[src/rtl/ham_run_ctrl.sv]
// Run sequencer for the Hamming min/max program: loads operands, presets the result area,
// launches the core, reads back Min/Max. Optional RUN watchdog: define HAM_RUN_TIMEOUT_EN.
module ham_run_ctrl #(
  parameter int NUM_BYTES  = 64,
  parameter int MEM_DEPTH  = 256,
  parameter int RES_BASE   = 64,
  parameter int START_HOLD = 2,
  parameter int DONE_GUARD = 2
`ifdef HAM_RUN_TIMEOUT_EN
  , parameter int TIMEOUT_CYCLES = 65535
`endif
) (
  input  logic       clk,
  input  logic       reset,
  input  logic       go,
  input  logic       in_valid,
  input  logic [7:0] in_data,
  output logic       in_ready,
  output logic       mem_sel,
  output logic       mem_we,
  output logic [7:0] mem_addr,
  output logic [7:0] mem_wdata,
  input  logic [7:0] mem_rdata,
  output logic       cpu_start,
  input  logic       cpu_done,
  output logic       busy,
  output logic       res_valid,
  output logic [4:0] res_min,
  output logic [4:0] res_max,
  output logic       res_err
`ifdef HAM_RUN_TIMEOUT_EN
  , output logic     timeout
`endif
);

  typedef enum logic [2:0] {
    IDLE, LOAD, PRESET, LAUNCH, RUN, READ_MIN, READ_MAX, REPORT
  } state_t;

  localparam logic [8:0] LAST_BYTE = 9'(NUM_BYTES - 1);
  localparam logic [8:0] LAST_ADDR = 9'(MEM_DEPTH - 1);
  localparam logic [8:0] RES_ADDR  = 9'(RES_BASE);
  localparam logic [7:0] MIN_ADDR  = 8'(RES_BASE);
  localparam logic [7:0] MAX_ADDR  = 8'(RES_BASE + 1);
  localparam logic [8:0] HOLD_LAST = 9'(START_HOLD);
  localparam logic [8:0] GUARD     = 9'(DONE_GUARD);

  state_t     state, state_next;
  logic [8:0] cnt, cnt_next;
  logic [7:0] min_r, min_next;
  logic [4:0] res_min_reg, res_min_next;
  logic [4:0] res_max_reg, res_max_next;
  logic       res_err_reg, res_err_next;
`ifdef HAM_RUN_TIMEOUT_EN
  localparam logic [15:0] TIMER_LAST = 16'(TIMEOUT_CYCLES - 1);
  logic [15:0] timer, timer_next;
  logic        timed_out, timed_out_next;
`endif

  always_ff @(posedge clk or posedge reset) begin
    if (reset) begin
      state       <= IDLE;
      cnt         <= '0;
      min_r       <= '0;
      res_min_reg <= '0;
      res_max_reg <= '0;
      res_err_reg <= 1'b0;
`ifdef HAM_RUN_TIMEOUT_EN
      timer       <= '0;
      timed_out   <= 1'b0;
`endif
    end else begin
      state       <= state_next;
      cnt         <= cnt_next;
      min_r       <= min_next;
      res_min_reg <= res_min_next;
      res_max_reg <= res_max_next;
      res_err_reg <= res_err_next;
`ifdef HAM_RUN_TIMEOUT_EN
      timer       <= timer_next;
      timed_out   <= timed_out_next;
`endif
    end
  end

  always_comb begin
    state_next   = state;
    cnt_next     = cnt;
    min_next     = min_r;
    res_min_next = res_min_reg;
    res_max_next = res_max_reg;
    res_err_next = res_err_reg;
`ifdef HAM_RUN_TIMEOUT_EN
    timer_next     = timer;
    timed_out_next = timed_out;
`endif
    in_ready  = 1'b0;
    mem_sel   = 1'b1;
    mem_we    = 1'b0;
    mem_addr  = '0;
    mem_wdata = '0;
    cpu_start = 1'b1;

    case (state)
      IDLE: begin
        if (go) begin
          state_next = LOAD;
          cnt_next   = '0;
        end
      end
      LOAD: begin
        in_ready = 1'b1;
        mem_addr = cnt[7:0];
        if (in_valid) begin
          mem_we    = 1'b1;
          mem_wdata = in_data;
          cnt_next  = cnt + 9'd1;
          if (cnt == LAST_BYTE) state_next = PRESET;
        end
      end
      PRESET: begin
        mem_we    = 1'b1;
        mem_addr  = cnt[7:0];
        mem_wdata = (cnt == RES_ADDR) ? 8'd16 : 8'd0;
        if (cnt == LAST_ADDR) begin
          state_next = LAUNCH;
          cnt_next   = '0;
        end else begin
          cnt_next = cnt + 9'd1;
        end
      end
      LAUNCH: begin
        // First cycle hands the port to the core; start is then held START_HOLD more cycles.
        mem_sel = 1'b0;
        if (cnt == HOLD_LAST) begin
          state_next = RUN;
          cnt_next   = '0;
`ifdef HAM_RUN_TIMEOUT_EN
          timer_next     = '0;
          timed_out_next = 1'b0;
`endif
        end else begin
          cnt_next = cnt + 9'd1;
        end
      end
      RUN: begin
        mem_sel   = 1'b0;
        cpu_start = 1'b0;
        if (cnt < GUARD) cnt_next = cnt + 9'd1;
        // A done seen inside the guard window is a leftover from the previous run.
        if (cpu_done && cnt >= GUARD) begin
          state_next = READ_MIN;
        end
`ifdef HAM_RUN_TIMEOUT_EN
        else if (timer == TIMER_LAST) begin
          state_next     = READ_MIN;
          timed_out_next = 1'b1;
        end
        timer_next = timer + 16'd1;
`endif
      end
      READ_MIN: begin
        mem_addr   = MIN_ADDR;
        min_next   = mem_rdata;
        state_next = READ_MAX;
      end
      READ_MAX: begin
        mem_addr     = MAX_ADDR;
        res_min_next = min_r[4:0];
        res_max_next = mem_rdata[4:0];
        res_err_next = (min_r > 8'd16) || (mem_rdata > 8'd16) || (min_r > mem_rdata);
`ifdef HAM_RUN_TIMEOUT_EN
        if (timed_out) res_err_next = 1'b1;
`endif
        state_next = REPORT;
      end
      REPORT: state_next = IDLE;
      default: state_next = IDLE;
    endcase
  end

  assign busy      = (state != IDLE);
  assign res_valid = (state == REPORT);
  assign res_min   = res_min_reg;
  assign res_max   = res_max_reg;
  assign res_err   = res_err_reg;
`ifdef HAM_RUN_TIMEOUT_EN
  assign timeout   = (state == REPORT) && timed_out;
`endif

endmodule

[config.mk]
export PLATFORM = sky130hd
export DESIGN_NAME = ham_run_ctrl
export DESIGN_NICKNAME = d
export VERILOG_FILES = /design/src/rtl/ham_run_ctrl.sv
export SDC_FILE = /design/constraint.sdc
export NUM_CORES = 1
export LEC_CHECK = 0
export BUFFER_PORTS_ARGS = -buffer_cell sky130_fd_sc_hd__buf_2
export CORE_MARGIN = 2
export CORE_UTILIZATION = 24
export DETAILED_ROUTE_END_ITERATION = 8
export GPL_TIMING_DRIVEN = 1
export SLEW_MARGIN = 20
export SYNTH_ARGS = -nofsm -noshare
export SYNTH_HDL_FRONTEND = slang
export SYNTH_SLANG_ARGS = --single-unit
[constraint.sdc]
create_clock -name clk -period 4.1 [get_ports clk]
set_clock_uncertainty 0.2 [all_clocks]
set_input_delay 0.41 -clock clk [delete_from_list [all_inputs] [get_ports clk]]
set_output_delay 0.41 -clock clk [all_outputs]
set_load 0.005 [all_outputs]
---- Word-level counts from Yosys, hierarchy flattened ----
Index checks and enable logic that the tools add are counted.
word-level totals
  register bits ........................... 31
  input port bits ......................... 21
  output and inout bits ................... 33
  word-level logic and storage cells ...... 62
cells by class
  add/sub/neg operators ................... 1
  order comparisons ....................... 5
  equality and inequality tests ........... 18
  mux-type cells .......................... 22
  reductions and logical operators ........ 10
operators with widths
  operator             number
  $mux 9               5
  $pmux 9 s5           1
  $pmux 3 s8           1
  $pmux 8 s3           1
  $mux 3               6
  $gt 8x5->1 const B   2
  $pmux 8 s2           1
  $ne 2x2->1 const B   7
  $eq 3x3->1 const B   4
  $add 9x1->9 const B  1
  $eq 9x2->1 const B   1
  $eq 9x6->1 const B   1
  $eq 9x7->1 const B   1
  $eq 9x8->1 const B   1
  $ge 9x2->1 const B   1
  $lt 9x2->1 const B   1
  $gt 8x8->1           1
  $mux 8               1
  $eq 3x2->1 const B   2
  $reduce_and 6->1     1
  $mux 5               1
  $reduce_bool 5->1    1
  $mux 1               4
  $reduce_and 4->1     1
  other kinds (7)      9

---- Depth between registers and ports, before layout ----
Gate-level depths: netlist (run 1).
  depth in word-level cells ............... 4
  mapped depth ............................ 10
  mapped depth without buffers ............ 10

---- Worst setup path after synthesis (run 1) ----
OpenSTA, ideal clock, no wires.
  kind .................................... register -> register
  start ................................... register cnt[0]
  end ..................................... register cnt[8]
  library setup time ...................... 0.077 ns
  arrival ................................. 1.958 ns
  data required time ...................... 3.823 ns
  setup slack ............................. 1.864 ns
  cell stages (with the launch flop) ...... 11
  buffers on the path ..................... 0
  period minus slack after synthesis ...... 2.236 ns
  path through ............................ dfrtp_1 -> ha_1 -> nand3_1 -> nor2_1 -> nand3_1 -> inv_1 -> ha_1 -> or3b_2 -> a21oi_1 -> a311oi_1 -> a21oi_1
between the ends
  cells in the longest elaborated chain, start to end .. 3
  elaborated cells between the ends (all ways) .. 11
  those cells by class .................... add/sub (1); order compare (1); eq/ne (3); mux (5); reduce/logical (1)
RTL lines
  what                                                   line  text
  from (decl)                                            49    logic [8:0] cnt, cnt_next;
  from (signal assigned)                                 74    cnt <= cnt_next;
  $add 9x1->9 (tied with other cells)                    n/a
  $mux 9 (tied with other cells)                         149   if (cnt < GUARD) cnt_next = cnt + 9'd1;
  $pmux 9 s5 / $reduce_and 4->1 (equally long branches)  n/a
Several ways; a longest one is shown, not always the timed one. The select of a mux whose other input is x is not followed.
A chain may end at the register's enable or synchronous reset.

---- Final worst setup path (run 1) ----
  start ................................... register state[2]
  end ..................................... output port mem_wdata[3]
between the ends
  cells in the longest elaborated chain, start to end .. 2
  elaborated cells between the ends (all ways) .. 3
  those cells by class .................... eq/ne (2); mux (1)
RTL lines
  what                                             line  text
  from (decl)                                      48    state_t state, state_next;
  from (signal assigned)                           73    state <= state_next;
  $eq 3x2->1 / $eq 3x1->1 (equally long branches)  104   case (state)
  $pmux 8 s2 (*)                                   104
  to (decl)                                        22    output logic [7:0] mem_wdata,
Mark *: on every way between the ends. The rest lies on a longest branch, timed or not.

==> impl_metrics.csv, run 1 <==
group,metric,value,unit
drt,viasPerCell,4.73,
synth,ys_types,45,
final_layout,final_nets,326,
power,clkPwrFrac,31.4,%
sta,drv_slew,0,
synth,yosys.area.top_type_share,38.7,%
clock_network,clkLatencyLatePin,0.28,ns
sta,finalSetupViolations,0,
final_layout,layout_top_registers,"cnt (9), min_r (8)",
placed_design,pre_cts_slack,1.55,ns
synth,synthTopCellsByArea,"dfrtp_1, ha_1, nand2_1",
status,outcome,"completed",
sta,timing_hold_violations_final,0,
synth,yosys_warnings,0,
placed_design,place_area,2360,µm²
drt,initialDrtViolationCount,99,
clock_network,ctsResizeCount,0,
global_route,antenna_found_initial,0,
setup_path,required,3.49,ns
power,p_int,0.580,mW
global_route,grt_usage,12.0,%
synth,synth_edf_count,0,
synth,yosysTopAreaCell,"dfrtp_1",
global_route,grt_max_degree,32,
clock_network,cts_num_sinks,31,
die,core_area,8180,µm²
power,swShare,33.1,%
global_route,gr-total-overflow,0,
drt,wl_per_cell,13.2,µm
power,seqPwrFrac,44.1,%
setup_path,critPathLaunchType,"flip-flop",
power,ir_drop,122,µV
synth,syn_area_per_cell,8.23,µm²
clock_network,clockBufferDepth,2,
synth,async_flop_share,100,%
setup_path,endpoint_kind,"output port",
setup_path,slowest_stage,"dfrtp_1",
power,p_switching,0.288,mW
die,num_rows,33,
clock_network,hold_buffers,0,
synth,synth_nets,278,
drt,drt-total-wl,5.27,mm
clock_network,post_cts_buffers,0,
setup_path,path_class,"flip-flop to output port",
sta,setup_ws,1.38,ns
power,comb_power_share,24.5,%
final_layout,largest_register_ffs,9,
setup_path,cp_cell_sequence,"nand2b_1, nor3_1, and2_1, buf_2",
drt,drc,0,
setup_path,crit_fanout,25,
drt,vias,1882,
sta,timing.slew.headroom,39.5,%
synth,synth_flop_cell,"dfrtp_1",
die,dieArea,9110,µm²
die,pin_count,54,
die,die_w,95.4,µm
synth,netlist_area,2010,µm²
setup_path,cp.arrival,2.11,ns
final_layout,final_layout_size_suffix_gt1_share,23.9,%
sta,finalCriticalPeriod,2.72,ns
die,die_y,95.4,µm
synth,synth.yosys.seq_area_share,38.7,%
synth,ys_top_cells_by_count,"nand2_1, dfrtp_1, inv_1, o21ai_0, ha_1",
clock_network,clkTransAtPathRegs,0.07,ns
global_route,grt_pass1_vias,1744,
final_layout,diodes,0,
die,start_util,24.5,%
sta,max_freq,367,MHz
final_layout,fin_area,2460,µm²
drt,drt_first_pass_iters,4,
min_path,holdCritPathClass,"input pin to async pin",
synth,ys_ff_latch,31,
clock_network,cts_tree,"yes",
placed_design,place_hpwl,4.07,mm
sta,final.period_utilization,66.4,%
sta,finalSetupTns,0,ns
setup_path,critPathMaxStageDelay,0.64,ns
clock_network,cts_root_buf,"clkbuf_8",
placed_design,gp_congestion,0.922,
clock_network,htreeDepth,2,
sta,tightest_slew,0.905,ns
placed_design,io_buffers,53,
power,power,0.868,mW
power,power.leakage,1.17,nW
synth,postSynthCellCount,244,
job,maxCapViolCount,0,
final_layout,areaGrowthSynthToFinish,22.8,%
synth,post-synth-top-count-cell,"nand2_1",
final_layout,regMostFlops,"cnt",
global_route,grt_pass1_wl,8.62,mm
clock_network,cts_made_buffers,5,
drt,ant_nets,0,
power,power_density,352,nW/µm²
sta,rsz0062_at_grt,"no",
worst paths after layout:
path                                        startpoint                endpoint  slack [ns]  depth (start not counted)
worst min-delay path                             reset    min_r[6]$_DFFE_PP0P_       0.007                          3
worst min register to register  res_max[0]$_DFFE_PP0P_  res_max[0]$_DFFE_PP0P_        0.27                          2
max in group asynchronous                        reset  res_max[3]$_DFFE_PP0P_        3.40                          3
min in group clk                          mem_rdata[0]  res_max[0]$_DFFE_PP0P_        0.20                          3
worst max register to register    state[2]$_DFFE_PP0P_      cnt[3]$_DFFE_PP0P_        1.54                          4
worst max-delay path              state[2]$_DFFE_PP0P_            mem_wdata[3]        1.38                          4
cell families (layout without fill, tap and decap cells):
| family | count (synthesis) | count (layout) | share of synthesized area, % |
|---|---|---|---|
| buf+inv | 37 | 86 | 6.98 |
| flops | 31 | 31 | 38.7 |
| fa+ha+maj | 13 | 13 | 8.10 |
| mux | 1 | 1 | 0.561 |
| simple gates | 108 | 108 | 27.5 |
| compound gates | 53 | 53 | 17.8 |
| xor+xnor | 1 | 1 | 0.436 |
layout make-up:
class / count / area [µm²]
fill: 891 / 5710
multi-input combinational: 176 / 1090
sequential: 31 / 776
timing repair buffer: 54 / 273
tap: 105 / 131
clock buffer: 7 / 96.3
inverter: 24 / 90.1
clock inverter: 1 / 7.51
worst max-delay path: cells and delay by family, from the launching register on:
family | cells | cell delay, ns
buffers and inverters | 1 | 0.11
flip-flops | 1 | 0.64
AND/OR/NAND/NOR | 3 | 1.08
power groups by stage:
stage	Sequential, mW	Combinational, mW	Clock, mW
after floorplan	0.360	0.154	0
final	0.383	0.213	0.273
after global routing	0.389	0.242	0.295
after detailed placement	0.386	0.214	0
after CTS	0.381	0.216	0.280
after global placement	0.385	0.213	0
cell usage in the layout (no fill, tap or decap), types with 2 or more instances in the layout:
cell / Yosys / layout
a21oi_1: 8 / 8
a31oi_1: 3 / 3
a32oi_1: 2 / 2
and2_1: 9 / 9
and3_1: 2 / 2
buf_2: 1 / 53
clkbuf_8: 0 / 7
dfrtp_1: 31 / 31
ha_1: 13 / 13
inv_1: 24 / 24
nand2_1: 40 / 40
nand2b_1: 5 / 5
nand3_1: 11 / 11
nand3b_1: 2 / 2
nand4_1: 5 / 5
nor2_1: 11 / 11
nor3_1: 7 / 7
nor4_1: 2 / 2
o21a_1: 2 / 2
o21ai_0: 18 / 18
o22ai_1: 5 / 5
o311ai_1: 3 / 3
o31ai_1: 2 / 2
o41ai_1: 2 / 2
or3_1: 3 / 3
or4_1: 3 / 3
metal layers:
layer / wire length (µm) / up-vias / GRT usage, %
li1: - / 949 / -
met1: 2540 / 891 / 17.0
met2: 2460 / 40 / 18.1
met3: 223 / 2 / 2.21
met4: 47 / 0 / 4.17
met5: 0 / - / 0
stage by stage:
stage	cells	utilization [%]	hold slack [ns]
2_1_floorplan	244	-	0.270
3_3_place_gp	390	28.9	0.257
3_5_place_dp	390	28.9	0.258
4_1_cts	398	30.2	0.0244
5_1_grt	398	30.2	0.0496
6_report	398	30.2	0.00707
(Power assumes the default switching activity.)
==> run 2, diff against run 1 <==
Clock period 4.1 ns to 2.4 ns, I/O delays scaled along.
==> run 2 against run 1 <==
Power is 84% higher. Non-clock buffer count is 16 higher. Sequential power is 57% higher. Sequential cell count stayed put. Clock power is 90% higher. Utilization is 1.9 points higher. Count of clock-buffer cells in the layout is 2 lower. Design area is 6.2% higher. Critical endpoint is now cnt[8]$_DFFE_PP0P_. Combinational power is 120% higher. Largest cell class unchanged. Die area stayed put. Worst hold slack better by 0.022 ns. First-iteration DRC count is 16% lower. Critical path type is now flip-flop to flip-flop.
==> impl_metrics.csv, run 2 (synthesis results as in run 1) <==
group,metric,value,unit
status,outcome,"completed",
placed_design,gp_congestion,0.915,
sta,finalCriticalPeriod,2.27,ns
power,comb_power_share,29.8,%
global_route,grt_pass1_wl,8.71,mm
sta,fin_hold_ws,0.0294,ns
clock_network,htreeDepth,2,
clock_network,cts_made_buffers,5,
drt,drc,0,
setup_path,path_class,"flip-flop to flip-flop",
sta,drv_slew,0,
global_route,antenna_found_initial,0,
min_path,holdCritPathClass,"input pin to flip-flop",
min_path,whs_endpoint,"res_max[0]$_DFFE_PP0P_",
setup_path,r2r-start,"cnt[1]$_DFFE_PP0P_",
job,maxCapViolCount,0,
setup_path,rrSetupSlack,0.13,ns
global_route,grt_usage,12.0,%
clock_network,cts_tree,"yes",
drt,drt-total-wl,5.32,mm
drt,initialDrtViolationCount,83,
min_path,min_path_cells,3,
final_layout,final_layout_size_suffix_gt1_share,29.4,%
drt,ant_nets,0,
setup_path,endpoint_kind,"flip-flop",
sta,timing_hold_violations_final,0,
die,num_rows,33,
min_path,min-delay-start,"mem_rdata[0]",
die,dieArea,9110,µm²
power,seqPwrFrac,37.7,%
setup_path,worstReg2RegEnd,"cnt[8]$_DFFE_PP0P_",
final_layout,fillers,882,
setup_path,reg2regPathDepth,10,
global_route,grt_pass1_vias,1827,
drt,wl_met3,249,µm
drt,viasPerCell,4.74,
drt,wl_per_cell,12.8,µm
drt,top_layer_used,"met4",
die,start_util,24.5,%
power,p_switching,0.508,mW
power,power_density,611,nW/µm²
power,power.leakage,1.25,nW
power,swShare,31.8,%
clock_network,cts_root_buf,"clkbuf_8",
final_layout,regMostFlops,"cnt",
final_layout,layout_top_registers,"cnt (9), min_r (8)",
drt,wl_met2,2.51,mm
final_layout,final_nets,342,
power,p_int,1.09,mW
global_route,grt_max_degree,32,
sta,final.period_utilization,94.7,%
sta,max_freq,440,MHz
setup_path,crit_fanout,3,
sta,rsz0062_at_grt,"no",
clock_network,cts_num_sinks,31,
sta,finalSetupTns,0,ns
power,clkPwrFrac,32.5,%
setup_path,cp.arrival,2.28,ns
sta,timing.slew.headroom,61.8,%
placed_design,io_buffers,53,
drt,drt-met1-wl,2.50,mm
sta,finalSetupViolations,0,
final_layout,final_cell_mix,"buf_2, nand2_1, dfrtp_1, inv_1, o21ai_0",
clock_network,clkLatencyLatePin,0.28,ns
drt,vias,1961,
setup_path,critPathLaunchType,"flip-flop",
placed_design,placed_cells,404,
placed_design,place_hpwl,4.11,mm
global_route,gr-total-overflow,0,
setup_path,required,2.40,ns
die,pin_count,54,
clock_network,clkTransAtPathRegs,0.07,ns
die,die_y,95.4,µm
final_layout,diodes,0,
drt,drt_first_pass_iters,4,
final_layout,final_common_cell,"buf_2",
sta,tightest_slew,0.569,ns
clock_network,clockBufferDepth,2,
final_layout,fin_cells,414,
power,ir_drop,295,µV
die,die_w,95.4,µm
final_layout,areaGrowthSynthToFinish,30.5,%
die,core_area,8180,µm²
final_layout,largest_register_ffs,9,
run 2: cell types whose count changed in the layout (fill, tap and decap cells not counted), moves of 2 or more:
cell,before,now
buf_4,1,16
or4_1,3,1
or4_4,1,3
clkbuf_8,7,5
run 2: timing repair:
action | in CTS | in global routing
hold buffers | 1 | 0
hold endpoints to repair | 31 | 0
endpoints found under the setup margin | 0 | 11
gates resized for setup | 0 | 6
setup buffers | 0 | 1
run 2: metal layers:
metal / track usage, % / up-vias
met5: 0 / -
met4: 5.24 / 0
met3: 1.90 / 4
met2: 18.3 / 51
met1: 16.9 / 918
li1: - / 988
run 2: critical path, stage by stage (launching register included):
cell	delay, ns
dfrtp_1	0.39
ha_2	0.19
nand3_1	0.10
nor2_1	0.05
nand3_1	0.11
inv_1	0.06
ha_1	0.29
or3b_2	0.46
a21oi_2	0.15
a311oi_1	0.06
a21oi_1	0.15
run 2: area by class of cell:
class	instances	area [µm²]	area share, %
Sequential cell	31	776	29.6
Tap cell	105	131	5.02
Timing Repair Buffer	70	395	15.1
Inverter	24	90.1	3.44
Clock buffer	5	68.8	2.63
Multi-Input combinational cell	176	1110	42.5
Clock inverter	3	43.8	1.67
run 2: power groups by stage:
stage	clock network (mW)	logic, mW	registers, mW
2_1_floorplan	0	0.264	0.615
3_3_place_gp	0	0.458	0.609
3_5_place_dp	0	0.463	0.612
4_1_cts	0.535	0.467	0.602
5_1_grt	0.558	0.541	0.611
6_report	0.519	0.477	0.603
run 2: through the flow:
stage,power [mW],util (%),setup slack (ns),area (µm²)
4_1_cts,1.60,31.7,0.0134,2590
2_1_floorplan,0.878,-,0.164,2010
6_report,1.60,32.0,0.127,2620
3_3_place_gp,1.07,30.2,0.0830,2470
5_1_grt,1.71,32.0,0.0215,2620
3_5_place_dp,1.08,30.2,0.0391,2470
run 2: how the worst max path moves through the flow:
stage / start / to / slack [ns] / depth (start not counted)
6_report: cnt[1]$_DFFE_PP0P_ / cnt[8]$_DFFE_PP0P_ / 0.13 / 10
5_1_grt: cnt[1]$_DFFE_PP0P_ / cnt[8]$_DFFE_PP0P_ / 0.02 / 10
4_1_cts: cnt[3]$_DFFE_PP0P_ / cnt[6]$_DFFE_PP0P_ / 0.01 / 4
3_5_place_dp: cnt[3]$_DFFE_PP0P_ / cnt[1]$_DFFE_PP0P_ / 0.04 / 4
3_3_place_gp: cnt[3]$_DFFE_PP0P_ / cnt[5]$_DFFE_PP0P_ / 0.08 / 4
2_1_floorplan: cnt[0]$_DFFE_PP0P_ / cnt[8]$_DFFE_PP0P_ / 0.16 / 10
==> run 3, diff against run 2 <==
Settings changed: REMOVE_ABC_BUFFERS set to 1.
==> run 3 against run 2 <==
Count of clock-buffer cells in the layout unchanged. Die area unchanged. Utilization increased by 0.35 points. Critical endpoint is now cnt[1]$_DFFE_PP0P_. Highest routed layer unchanged.
==> impl_metrics.csv, run 3 (synthesis results as in run 1) <==
group,metric,value,unit
sta,max_freq,439,MHz
die,die_w,95.4,µm
power,swShare,34.3,%
final_layout,diodes,0,
power,seqPwrFrac,40.5,%
drt,initialDrtViolationCount,116,
die,num_rows,33,
setup_path,required,2.34,ns
drt,vias,1979,
status,outcome,"completed",
sta,tightest_slew,0.520,ns
clock_network,cts_made_buffers,5,
power,comb_power_share,32.8,%
final_layout,fin_cells,416,
final_layout,largest_register_ffs,9,
setup_path,endpoint_kind,"flip-flop",
placed_design,placed_cells,406,
clock_network,cts_tree,"yes",
clock_network,cts_num_sinks,31,
sta,drv_slew,0,
drt,wl_per_cell,13.3,µm
job,maxCapViolCount,0,
drt,drt-total-wl,5.55,mm
setup_path,cp.arrival,2.22,ns
placed_design,place_hpwl,4.08,mm
setup_path,path_class,"flip-flop to flip-flop",
power,ir_drop,174,µV
drt,drc,0,
final_layout,final_cell_mix,"buf_2, nand2_1, dfrtp_1, inv_1, o21ai_0",
sta,timing.slew.headroom,65.2,%
clock_network,clockBufferDepth,2,
die,die_y,95.4,µm
final_layout,final_nets,344,
sta,timing_hold_violations_final,0,
die,core_area,8180,µm²
final_layout,areaGrowthSynthToFinish,31.9,%
power,power_density,572,nW/µm²
clock_network,clkLatencyLatePin,0.28,ns
global_route,gr-total-overflow,0,
global_route,grt_usage,12.4,%
clock_network,clkTransAtPathRegs,0.07,ns
drt,viasPerCell,4.76,
global_route,grt_max_degree,32,
final_layout,final_layout_size_suffix_gt1_share,30.9,%
power,power,1.51,mW
final_layout,layout_top_registers,"cnt (9), min_r (8)",
power,p_int,0.994,mW
setup_path,crit_fanout,8,
die,start_util,24.5,%
final_layout,regMostFlops,"cnt",
final_layout,final_common_cell,"buf_2",
placed_design,gp_congestion,0.860,
die,dieArea,9110,µm²
global_route,grt_pass1_vias,1871,
sta,rsz0062_at_grt,"yes",
drt,drt_first_pass_iters,4,
die,pin_count,54,
power,power.leakage,1.25,nW
min_path,holdCritPathClass,"input pin to flip-flop",
sta,finalSetupViolations,0,
sta,finalCriticalPeriod,2.28,ns
clock_network,htreeDepth,2,
setup_path,critPathLaunchType,"flip-flop",
clock_network,cts_root_buf,"clkbuf_8",
power,p_switching,0.519,mW
sta,final.period_utilization,95.0,%
drt,ant_nets,0,
global_route,antenna_found_initial,0,
final_layout,fillers,891,
placed_design,io_buffers,53,
global_route,grt_pass1_wl,8.90,mm
power,clkPwrFrac,26.8,%
[run 3: worst paths after layout]
path                                              from                endpoint  slack (ns)  cells past startpoint
worst max register to register      cnt[3]$_DFFE_PP0P_      cnt[1]$_DFFE_PP0P_        0.12                      4
worst min register to register  res_min[1]$_DFFE_PP0P_  res_min[1]$_DFFE_PP0P_        0.27                      2
max in group asynchronous                        reset    state[0]$_DFFE_PP0P_        1.31                      4
min in group asynchronous                        reset  res_max[4]$_DFFE_PP0P_        0.39                      4
worst max-delay path                cnt[3]$_DFFE_PP0P_      cnt[1]$_DFFE_PP0P_        0.12                      4
worst min-delay path                      mem_rdata[0]  res_max[0]$_DFFE_PP0P_        0.01                      3
[run 3: timing repair]
action	CTS	global route
endpoints found under the setup margin	0	13
endpoints found under the hold margin	31	0
hold buffers	1	0
buffers inserted	0	1
resized for setup	0	11
[run 3: worst max-delay path, stage by stage, from the launching register on]
cell and delay (ns):
dfrtp_1 0.42, or4_4 0.57, or4_4 0.62, o211ai_4 0.19, o22ai_1 0.15
[run 3: cell type report]
cell class | count | area [µm²] | area share, %
clock buffers | 5 | 68.8 | 2.60
repair buffers | 72 | 414 | 15.6
well taps | 105 | 131 | 4.96
multi-input cells | 176 | 1150 | 43.3
clock inverters | 3 | 20.0 | 0.756
inverters | 24 | 90.1 | 3.40
flip-flops and latches | 31 | 776 | 29.3
[run 3: stage by stage]
stage                     setup slack [ns]  hold slack, ns  area, µm²  util (%)  setup TNS (ns)
after floorplan                      0.155           0.144       1960         -               0
after global placement              0.0541           0.169       2480      30.3               0
after detailed placement            0.0247           0.160       2480      30.3               0
after CTS                          0.00852         0.00121       2580      31.6               0
after global routing               -0.0484         0.00767       2650      32.4         -0.0831
final                                0.121          0.0112       2650      32.4               0
[run 3: metal layers]
layer | track usage [%] | vias to the layer above | share of wire (%)
li1 | - | 988 | -
met2 | 19.8 | 55 | 47
met5 | 0 | - | 0
met1 | 16.1 | 932 | 46
met4 | 4.40 | 0 | 1.0
met3 | 3.48 | 4 | 6.5
[run 3: power by group through the flow]
stage                     combinational, mW  clock (mW)  sequential (mW)
after detailed placement              0.465           0            0.612
after global routing                  0.565       0.444            0.619
final                                 0.496       0.405            0.612
after global placement                0.460           0            0.611
after floorplan                       0.236           0            0.635
after CTS                             0.469       0.426            0.602
